$ cat config.mk
export PLATFORM = sky130hd
export DESIGN_NAME = proc_trace_buffer
export DESIGN_NICKNAME = d
export VERILOG_FILES = /design/src/rtl/proc_trace_pkg.sv /design/src/rtl/trace_fifo.sv /design/src/rtl/proc_trace_buffer.sv
export SDC_FILE = /design/constraint.sdc
export NUM_CORES = 1
export LEC_CHECK = 0
export BUFFER_PORTS_ARGS = -buffer_cell sky130_fd_sc_hd__buf_2
export CAP_MARGIN = 20
export CORE_AREA = 2 2 202 204
export CTS_CLUSTER_DIAMETER = 120
export DETAILED_ROUTE_END_ITERATION = 8
export DIE_AREA = 0 0 204 206
export PLACE_DENSITY = 0.87
export SLEW_MARGIN = 40
export SYNTH_ARGS = -nofsm -noshare
export SYNTH_HDL_FRONTEND = slang
export SYNTH_HIERARCHICAL = 1
export SYNTH_SLANG_ARGS = --single-unit
$ cat constraint.sdc
create_clock -name clk -period 16.6 [get_ports clk]
set_clock_uncertainty 0.15 [all_clocks]
set_input_delay 1.66 -clock clk [delete_from_list [all_inputs] [get_ports clk]]
set_output_delay 1.66 -clock clk [all_outputs]
set_load 0.05 [all_outputs]
$ cat src/rtl/proc_trace_pkg.sv
// Shared constants and the captured trace record layout for the trace buffer.
package proc_trace_pkg;

  localparam int TRACE_W = 32;
  localparam int SEQ_W   = 8;

  typedef struct packed {
    logic [SEQ_W-1:0]   seq;
    logic [TRACE_W-1:0] addr;
    logic [TRACE_W-1:0] data;
  } trace_entry_t;

endpackage

$ cat src/rtl/trace_fifo.sv
// First-word fall-through FIFO: head entry is read combinationally from
// registered storage, so a write at edge N is visible on rd_entry in cycle N+1.
module trace_fifo
  import proc_trace_pkg::*;
#(
  parameter int  DEPTH   = 8,
  parameter type entry_t = trace_entry_t
) (
  input  logic                   clk,
  input  logic                   rst,
  input  logic                   clear,
  input  logic                   push,
  input  entry_t                 wr_entry,
  input  logic                   pop,
  output entry_t                 rd_entry,
  output logic                   full,
  output logic                   empty,
  output logic [$clog2(DEPTH):0] count
);

  localparam int PTR_W = $clog2(DEPTH);
  localparam int CNT_W = PTR_W + 1;

  entry_t             mem [DEPTH];
  logic [PTR_W-1:0]   wr_ptr;
  logic [PTR_W-1:0]   rd_ptr;
  logic               do_push;
  logic               do_pop;

  assign empty    = (count == '0);
  assign full     = (count == CNT_W'(DEPTH));
  assign do_pop   = pop && !empty;
  // A pop in the same cycle frees the slot, so a full FIFO can still accept.
  assign do_push  = push && (!full || do_pop);
  assign rd_entry = mem[rd_ptr];

  always_ff @(posedge clk) begin
    if (!rst || clear) begin
      wr_ptr <= '0;
      rd_ptr <= '0;
      count  <= '0;
    end else begin
      if (do_push) wr_ptr <= wr_ptr + PTR_W'(1);
      if (do_pop)  rd_ptr <= rd_ptr + PTR_W'(1);
      case ({do_push, do_pop})
        2'b10:   count <= count + CNT_W'(1);
        2'b01:   count <= count - CNT_W'(1);
        default: count <= count;
      endcase
    end
  end

  // Storage is deliberately not reset; it is unobservable while empty.
  always_ff @(posedge clk) begin
    if (rst && !clear && do_push) mem[wr_ptr] <= wr_entry;
  end

endmodule

$ cat src/rtl/proc_trace_buffer.sv
// Processor trace capture: tags each captured event with a rolling sequence
// number, buffers it for a drain consumer and counts events lost to overflow.
module proc_trace_buffer
  import proc_trace_pkg::*;
#(
  parameter int DEPTH = 8,
  parameter int OVF_W = 16
) (
  input  logic                   clk,
  input  logic                   rst,
  input  logic                   trace_val,
  input  logic [TRACE_W-1:0]     trace_addr,
  input  logic [TRACE_W-1:0]     trace_data,
  input  logic                   cap_en,
  input  logic                   clear,
  output logic                   drain_val,
  input  logic                   drain_rdy,
  output logic [SEQ_W-1:0]       drain_seq,
  output logic [TRACE_W-1:0]     drain_addr,
  output logic [TRACE_W-1:0]     drain_data,
  output logic [$clog2(DEPTH):0] count,
  output logic                   full,
  output logic                   empty,
  output logic [OVF_W-1:0]       ovf_cnt
);

  // Drain handshake: an entry transfers on every rising edge where
  // drain_val && drain_rdy; drain_val never depends on drain_rdy, and the
  // presented entry holds steady while drain_val is high and drain_rdy low.

  logic               trace_evt;
  logic               pop;
  logic               push;
  logic               drop;
  logic [SEQ_W-1:0]   seq;
  trace_entry_t       wr_entry;
  trace_entry_t       head;

  assign trace_evt = trace_val && cap_en;
  assign pop       = drain_val && drain_rdy;
  assign push      = trace_evt && (!full || pop);
  assign drop      = trace_evt && full && !pop;

  assign wr_entry  = '{seq: seq, addr: trace_addr, data: trace_data};

  trace_fifo #(
    .DEPTH   (DEPTH),
    .entry_t (trace_entry_t)
  ) u_fifo (
    .clk      (clk),
    .rst      (rst),
    .clear    (clear),
    .push     (push),
    .wr_entry (wr_entry),
    .pop      (pop),
    .rd_entry (head),
    .full     (full),
    .empty    (empty),
    .count    (count)
  );

  assign drain_val  = !empty;
  assign drain_seq  = head.seq;
  assign drain_addr = head.addr;
  assign drain_data = head.data;

  // Sequence advances on every event, stored or dropped, so gaps in the
  // drained tags reveal where overflow occurred.
  always_ff @(posedge clk) begin
    if (!rst || clear) begin
      seq     <= '0;
      ovf_cnt <= '0;
    end else begin
      if (trace_evt) seq <= seq + SEQ_W'(1);
      if (drop && (ovf_cnt != '1)) ovf_cnt <= ovf_cnt + OVF_W'(1);
    end
  end

endmodule

[After elaboration in Yosys (flattened, before gate mapping)]
Memories as Yosys holds them, arrays and structs flattened. A register that Yosys moved wholly into a read port is not among the register bits.
Index checks and enable logic that the tools add are counted.
Word-level totals
  output and inout port bits: 95
  logic and storage cells: 41
  register bits after elaboration: 34
  memory bits (writable): 576
  memories kept: 1
Operators by class
  add/subtract/negate cells: 6
  muxes and demuxes: 5
  reductions and logical operators: 20
  eq/ne operators: 4
Memories
  u_fifo.mem: words 8, bits a word 72, rd ports 1, clocked after memory_dff 1, wr ports 1, RTL line trace_fifo.sv:24  | entry_t mem [DEPTH];
Operators by type and width (count)
  adder 16 x 1 -> 16 bit (second input constant): 1
  != test 16 bit (second input constant): 1
  logical AND 1 bit: 10
  adder 8 x 1 -> 8 bit (second input constant): 1
  one-hot mux 4 bit (2 select lines): 1
  adder 3 x 1 -> 3 bit (second input constant): 2
  two-way mux 3 bit: 2
  logical NOT 1 bit: 5
  adder 4 x 1 -> 4 bit (second input constant): 1
  equality test 4 bit (second input constant): 1
  logical NOT 4 bit: 1
  subtractor 4 x 1 -> 4 bit (second input constant): 1
  logical OR 1 bit: 3
  equality test 2 x 1 -> 1 bit (second input constant): 1
  equality test 2 bit (second input constant): 1
  two-way mux 1 bit: 2
  nonzero test 2 bit: 1

[Longest topological paths before layout]
Gate-level depths: netlist of run 1.
  depth after elaboration: 9
  depth in mapped cells: 14

[Hierarchy]
The synthesis of run 1 kept the hierarchy.
By module, submodules not included
  trace_fifo: instances 1, area an instance 22621.7 sq um, cells an instance 920
  proc_trace_buffer: instances 1, area an instance 1136.1 sq um, cells an instance 137

[Worst setup path after synthesis of run 1]
No wires, ideal clock.
  path type: input -> register
  start point: in drain_rdy
  end point: mem u_fifo/mem[1][0] (netlist bit) (enable)
  path slack: 8.263 ns
  data required time: 15.859 ns
  buffers on the path: 0
  arrival: 7.596 ns
  cell stages on the path: 5
  library setup time: 0.591 ns
  cell sequence: nand2b_1 a21oi_1 o21ai_2 or3_1 nor3_1
On the way
  word-level cells in the longest chain between the ends: 7
  elaborated cells between the ends (all ways): 9
Ends and longest elaborated chain
  start, declared: RTL line proc_trace_buffer.sv:17  | input logic drain_rdy,
  logical AND 1 bit: RTL line proc_trace_buffer.sv:40  | assign pop = drain_val && drain_rdy;
  logical OR 1 bit: RTL line proc_trace_buffer.sv:41  | assign push = trace_evt && (!full || pop);
  logical AND 1 bit: RTL line proc_trace_buffer.sv:41
  via push: RTL line proc_trace_buffer.sv:33  | logic push;
  logical AND 1 bit: RTL line trace_fifo.sv:34  | assign do_push = push && (!full || do_pop);
  logical AND 1 bit: RTL line trace_fifo.sv:55  | if (rst && !clear && do_push) mem[wr_ptr] <= wr_entry;
  two-way mux 1 bit: RTL line trace_fifo.sv:55
  two-way mux 1 bit (implied by the code): RTL line trace_fifo.sv:55
  end, declared: RTL line trace_fifo.sv:24
The timed path passes the listed nets, and every way through them passes these cells.

==> impl_metrics.csv, run 1 <==
group,metric,value,unit
outcome,status,"complete, no violations",
cts,cts_root_buffer,"clkbuf_16",
cts,clock_sinks,613,
critical_path,crit_path_max_fanout,63,
power,p_sw,0.000580,W
critical_path,worstRegToRegCells,8,
global_route,grt_pass1_wl,74100,um
cts,cts_resized,0,
place,port_buffers,164,
run,max_cap_violations,0,
synthesis,synth_edf_count,576,
sta,slew_violations,0,
route,ant_nets,0,
floorplan,io_pins,165,
sta,grt_setup_unrepaired,"false",
critical_path,path_delay_family,"buffers and inverters",
hold_path,hold_depth,2,
hold_path,hp-start,"ovf_cnt[15]",
critical_path,slowest_delay,0.65,ns
critical_path,cp-start-kind,"flop",
cells_and_area,drive_gt1_share,38.3,%
sta,relSlewSlack,44.5,%
route,drc,0,
power,leakage,8.74,nW
route,drtIter0Drc,971,
synthesis,syn_area,23800,um2
cts,clk_latency,0.60,ns
floorplan,design.core.area,40200,um2
floorplan,rows,74,
global_route,antenna_found_initial,3,
route,wl_per_cell,27.2,um
place,place_inst,1720,
cells_and_area,final_common_cell,"edfxtp_1",
cts,cts_buffers,57,
cells_and_area,instances_no_fill,1829,
cells_and_area,syn2layout_area_growth,13.9,%
synthesis,synth_cell_type_count,51,
critical_path,r2r_end,"u_fifo/mem[3][51]",
sta,tightest_slew,0.832,ns
floorplan,die_h,206,um
sta,hold_violations,0,
critical_path,critical_path_class,"flop to output pin",
hold_path,hold_path_end,"ovf_cnt[15]",
global_route,grt_pass1_vias,11814,
route,viasPerCell,6.13,
place,dp_slack,11.83,ns
synthesis,ys.flop_type,"edfxtp_1",
synthesis,synth-seq-cells,613,
route,totalWireLength,49700,um
sta,setup_ws,11.38,ns
synthesis,async_flop_share,0,%
cells_and_area,fin_nets,1325,
power,p_sw_share,19.2,%
cells_and_area,mostFrequentLayoutCells,"576 x edfxtp_1, 164 x buf_2, 144 x mux4_2",
cts,cts_buffer_depth,3,
global_route,grt_start_max_net_pins,81,
critical_path,worst-path-buf-inv,3,
synthesis,syn_nets,1134,
power,irDropWorstVdd,0.109,mV
power,p_comb_share,1.9,%
critical_path,required,14.79,ns
global_route,track_usage,24.3,%
sta,timing.fmax,0.192,GHz
sta,fin_setup_tns,0,ns
place,place.gp.congestion,0.748,
critical_path,crit_slowest_cell,"dfxtp_4",
synthesis,yosysWarnings,6,
route,vias,11210,
route,dr.pass1.iters,5,
critical_path,ff2ff_setup_slack,12.53,ns
critical_path,cp.arrival,3.41,ns
floorplan,die-width,204,um
critical_path,crit_chain,"buf_12, buf_16, mux4_2, mux2_4, buf_2",
cells_and_area,fin_util,67.3,%
cts,post_cts_buffers,0,
hold_path,hp-class,"flop to flop",
sta,setup_viol,0,
cts,clk_pin_slew,0.06,ns
synthesis,yosysSeqAreaShare,75.9,%
floorplan,die-area,42000,um2
power,p_int,0.00244,W
cts,h-tree-depth,2,
cts,hold_buffers,0,
cts,tritoncts,"built",
sta,min_period,5.22,ns
power,clockPowerShare,42.0,%
critical_path,endpoint_kind,"output pin",
power,cellPowerDensity,111,nW/um2
critical_path,rr_startpoint,"u_fifo/count[0]",
synthesis,syn_area_per_cell,22.5,um2
power,seqPwrFrac,56.1,%
global_route,grt.overflow.total,0,
synthesis,syn_inst,1057,
place,dp_hpwl,26200,um
sta,finalCritPeriodShare,31.4,%
floorplan,initial_utilization,59.1,%
==> sequential cells by signal (all words and copies together), names as in the netlist, named ones only <==
name,cells
u_fifo/wr_ptr,3
seq,8
u_fifo/mem,576
u_fifo/rd_ptr,3
u_fifo/count,4
ovf_cnt,16
==> synthesized netlist by cell type (7+ instances only) <==
cell / number / area share, %
buf_2: 19 / 0.40
mux2_4: 60 / 3.8
clkbuf_1: 15 / 0.24
xnor2_1: 12 / 0.44
nand3_1: 8 / 0.17
xor2_1: 8 / 0.29
mux4_2: 144 / 14
mux2_2: 12 / 0.57
dfxtp_1: 37 / 3.1
edfxtp_1: 576 / 73
a21oi_1: 10 / 0.21
nand2b_1: 7 / 0.18
buf_12: 7 / 0.59
nor2_1: 36 / 0.57
inv_1: 11 / 0.17
nor3_1: 7 / 0.15
nand2_1: 16 / 0.25
==> kinds of logic after synthesis <==
logic type               synth area share [%]
AND/OR/NAND/NOR                          2.23
multiplexers                             18.2
adder cells (fa/ha/maj)                 0.400
AO/OA/AOI/OAI                           0.927
buffers and inverters                    1.56
XOR/XNOR                                0.737
flip-flops                               75.9
==> worst reg2reg max path, stage by stage, from the launching register on <==
cell,delay (ns)
dfxtp_1,0.50
or3_1,0.31
nor2_1,0.10
nand2b_1,0.19
a21oi_1,0.51
o21ai_2,0.19
or3_1,0.54
nor2_4,0.48
buf_6,0.61
==> final cells by class <==
class,instances,area [um2]
inverter,11,41.3
tap,532,666
timing repair buffer,181,1070
clock inverter,31,284
multi-input combinational,384,5410
clock buffer,75,1550
sequential,613,18000
antenna,2,5.00
fill,2414,13100
==> stage by stage <==
stage	hold slack [ns]	power, W	area (um2)
after floorplan	0.335	0.00175	23800
after global placement	0.354	0.00178	25100
after detailed placement	0.369	0.00178	25200
after CTS	0.376	0.00304	27000
after global routing	0.433	0.00309	27100
final	0.391	0.00302	27100
==> power by group through the flow <==
stage | registers, W | logic (W) | clock network (W)
2_1_floorplan | 0.00173 | 0.0000252 | 0
3_3_place_gp | 0.00172 | 0.0000528 | 0
3_5_place_dp | 0.00172 | 0.0000562 | 0
4_1_cts | 0.00169 | 0.0000566 | 0.00129
5_1_grt | 0.00169 | 0.0000608 | 0.00134
6_report | 0.00169 | 0.0000564 | 0.00127
==> routing by layer <==
metal	global-route usage [%]	wire length [um]	vias to the layer above
met5	0	16	-
met4	8.10	1270	2
met3	4.51	3170	85
met2	41.2	26000	466
met1	32.1	19300	5893
li1	-	-	4764
==> worst max path at each step <==
stage | from | to | slack [ns] | cells past startpoint
floorplan | drain_rdy | u_fifo/mem[1][0] | 8.26 | 5
global placement | drain_rdy | u_fifo/mem[2][49] | 11.68 | 7
detailed placement | drain_rdy | u_fifo/mem[2][47] | 11.83 | 7
CTS | flop | drain_seq[4] | 11.25 | 5
global route | flop | drain_seq[4] | 11.12 | 5
finish | flop | drain_seq[4] | 11.38 | 5
Power figures use the tool's default switching activity.
==> run 2, diff against run 1 <==
clock period = 5.08 ns   (was 16.6 ns; I/O delays follow)
==> run 2 against run 1 <==
  * Hold slack lost 0.35 ns
  * Register-to-register slack lost 11 ns
  * Setup slack lost 10 ns
  * Routed wire length grew 3.7%
  * Sequential cell count is the same
  * Die area is the same
  * Critical path depth grew 3
  * First-iteration DRC count grew 16%
==> impl_metrics.csv, run 2 (synthesis results as in run 1) <==
group,metric,value,unit
outcome,status,"complete, no violations",
floorplan,initial_utilization,59.1,%
cts,cts_resized,0,
cells_and_area,drive_gt1_share,38.8,%
route,top_layer,"met5",
global_route,grt_start_max_net_pins,145,
hold_path,hp-class,"input port to flop",
cts,clk_latency,0.59,ns
hold_path,hold_path_end,"u_fifo/mem[0][18]",
sta,relSlewSlack,49.6,%
critical_path,endpoint_kind,"flop",
cells_and_area,largest_reg_flops,576,
critical_path,crit_path_max_fanout,57,
floorplan,die-area,42000,um2
sta,min_period,3.89,ns
sta,setup_viol,0,
cts,post_cts_buffers,0,
cts,clk_pin_slew,0.07,ns
cells_and_area,top_register,"u_fifo/mem",
critical_path,required,5.15,ns
cells_and_area,fin_nets,1329,
global_route,grt.overflow.total,0,
floorplan,design.core.area,40200,um2
route,drc,0,
place,dp_hpwl,26600,um
sta,timing.fmax,0.257,GHz
critical_path,ff2ff_setup_slack,1.19,ns
sta,tightest_slew,0.757,ns
cts,cts_buffer_depth,3,
cells_and_area,syn2layout_area_growth,14.3,%
route,totalWireLength,51600,um
critical_path,cp-start-kind,"flop",
route,viasPerCell,6.24,
cts,hold_buffers,0,
route,vias,11441,
place,port_buffers,164,
cts,cts_buffers,56,
sta,hold_slack,0.0394,ns
critical_path,worstRegToRegCells,8,
critical_path,critical_path_class,"flop to flop",
power,leakage,8.77,nW
cts,h-tree-depth,2,
sta,grt_setup_unrepaired,"false",
cts,cts_root_buffer,"clkbuf_16",
route,wl_met2,26400,um
cells_and_area,top_regs,"u_fifo/mem: 576 flops, ovf_cnt: 16 flops, seq: 8 flops",
global_route,grt_pass1_vias,11543,
global_route,track_usage,24.7,%
sta,finalCritPeriodShare,76.6,%
critical_path,r2r_end,"u_fifo/mem[2][56]",
route,ant_nets,0,
power,cellPowerDensity,368,nW/um2
cells_and_area,final_common_cell,"edfxtp_1",
critical_path,cp.arrival,3.96,ns
cells_and_area,mostFrequentLayoutCells,"576 x edfxtp_1, 164 x buf_2, 144 x mux4_2",
route,dr.pass1.iters,5,
run,max_cap_violations,0,
floorplan,rows,74,
cells_and_area,fin_util,67.5,%
sta,hold_violations,0,
floorplan,io_pins,165,
sta,slew_violations,0,
floorplan,die_h,206,um
global_route,antenna_found_initial,6,
route,wl_per_cell,28.2,um
hold_path,hold_depth,1,
global_route,grt_pass1_wl,75600,um
cts,clock_sinks,613,
floorplan,die-width,204,um
cts,tritoncts,"built",
power,irDropWorstVdd,0.264,mV
route,routed-wl-met3,4060,um
place,place.gp.congestion,0.785,
route,wl_met1,19800,um
route,drtIter0Drc,1124,
critical_path,rr_startpoint,"u_fifo/count[0]",
hold_path,hp-start,"trace_data[18]",
[run 2: worst max-delay path by stage]
stage                          startpoint                end  slack (ns)  depth (start not counted)
after global placement    u_fifo/count[0]  u_fifo/mem[2][49]        1.45                          8
after detailed placement  u_fifo/count[0]   u_fifo/mem[2][0]        1.25                          8
final                     u_fifo/count[0]  u_fifo/mem[2][56]        1.19                          8
after floorplan           u_fifo/count[0]   u_fifo/mem[7][0]       -1.17                          8
after CTS                 u_fifo/count[0]  u_fifo/mem[2][56]        1.20                          8
after global routing      u_fifo/count[0]  u_fifo/mem[2][56]        1.01                          8
[run 2: stage by stage]
stage	cells	worst slack (ns)	area [um2]	setup TNS [ns]	power, W
finish	1833	1.19	27100	0	0.00998
CTS	1828	1.20	27100	0	0.0100
global route	1831	1.01	27100	0	0.0102
floorplan	1057	-1.17	23800	-628.57	0.00572
global placement	1723	1.45	25200	0	0.00580
detailed placement	1725	1.25	25300	0	0.00582
[run 2: report_power, final]
part           switching [W]  internal [W]
logic               0.000131     0.0000532
registers         0.00000709       0.00552
clock network        0.00185       0.00242
total                0.00199       0.00799
[run 2: per-layer routing]
metal,vias to the layer above,global-route usage (%)
li1,4781,-
met1,5940,33.6
met2,618,41.5
met3,94,4.73
met4,8,7.22
met5,-,0
[run 2: critical path, stage by stage, from the launching register on]
cell,delay [ns]
dfxtp_1,0.50
or3_1,0.29
nor2_1,0.11
nand2b_1,0.20
a21oi_1,0.48
o21ai_2,0.19
or3_1,0.56
nor2_4,0.54
buf_12,0.39
[run 2: area by class of cell]
cell class	instances	area, um2
timing repair buffer	186	1130
antenna	4	10.0
clock buffer	69	1470
sequential	613	18000
multi-input combinational	384	5420
clock inverter	34	362
inverter	11	41.3
fill	2374	13000
tap	532	666
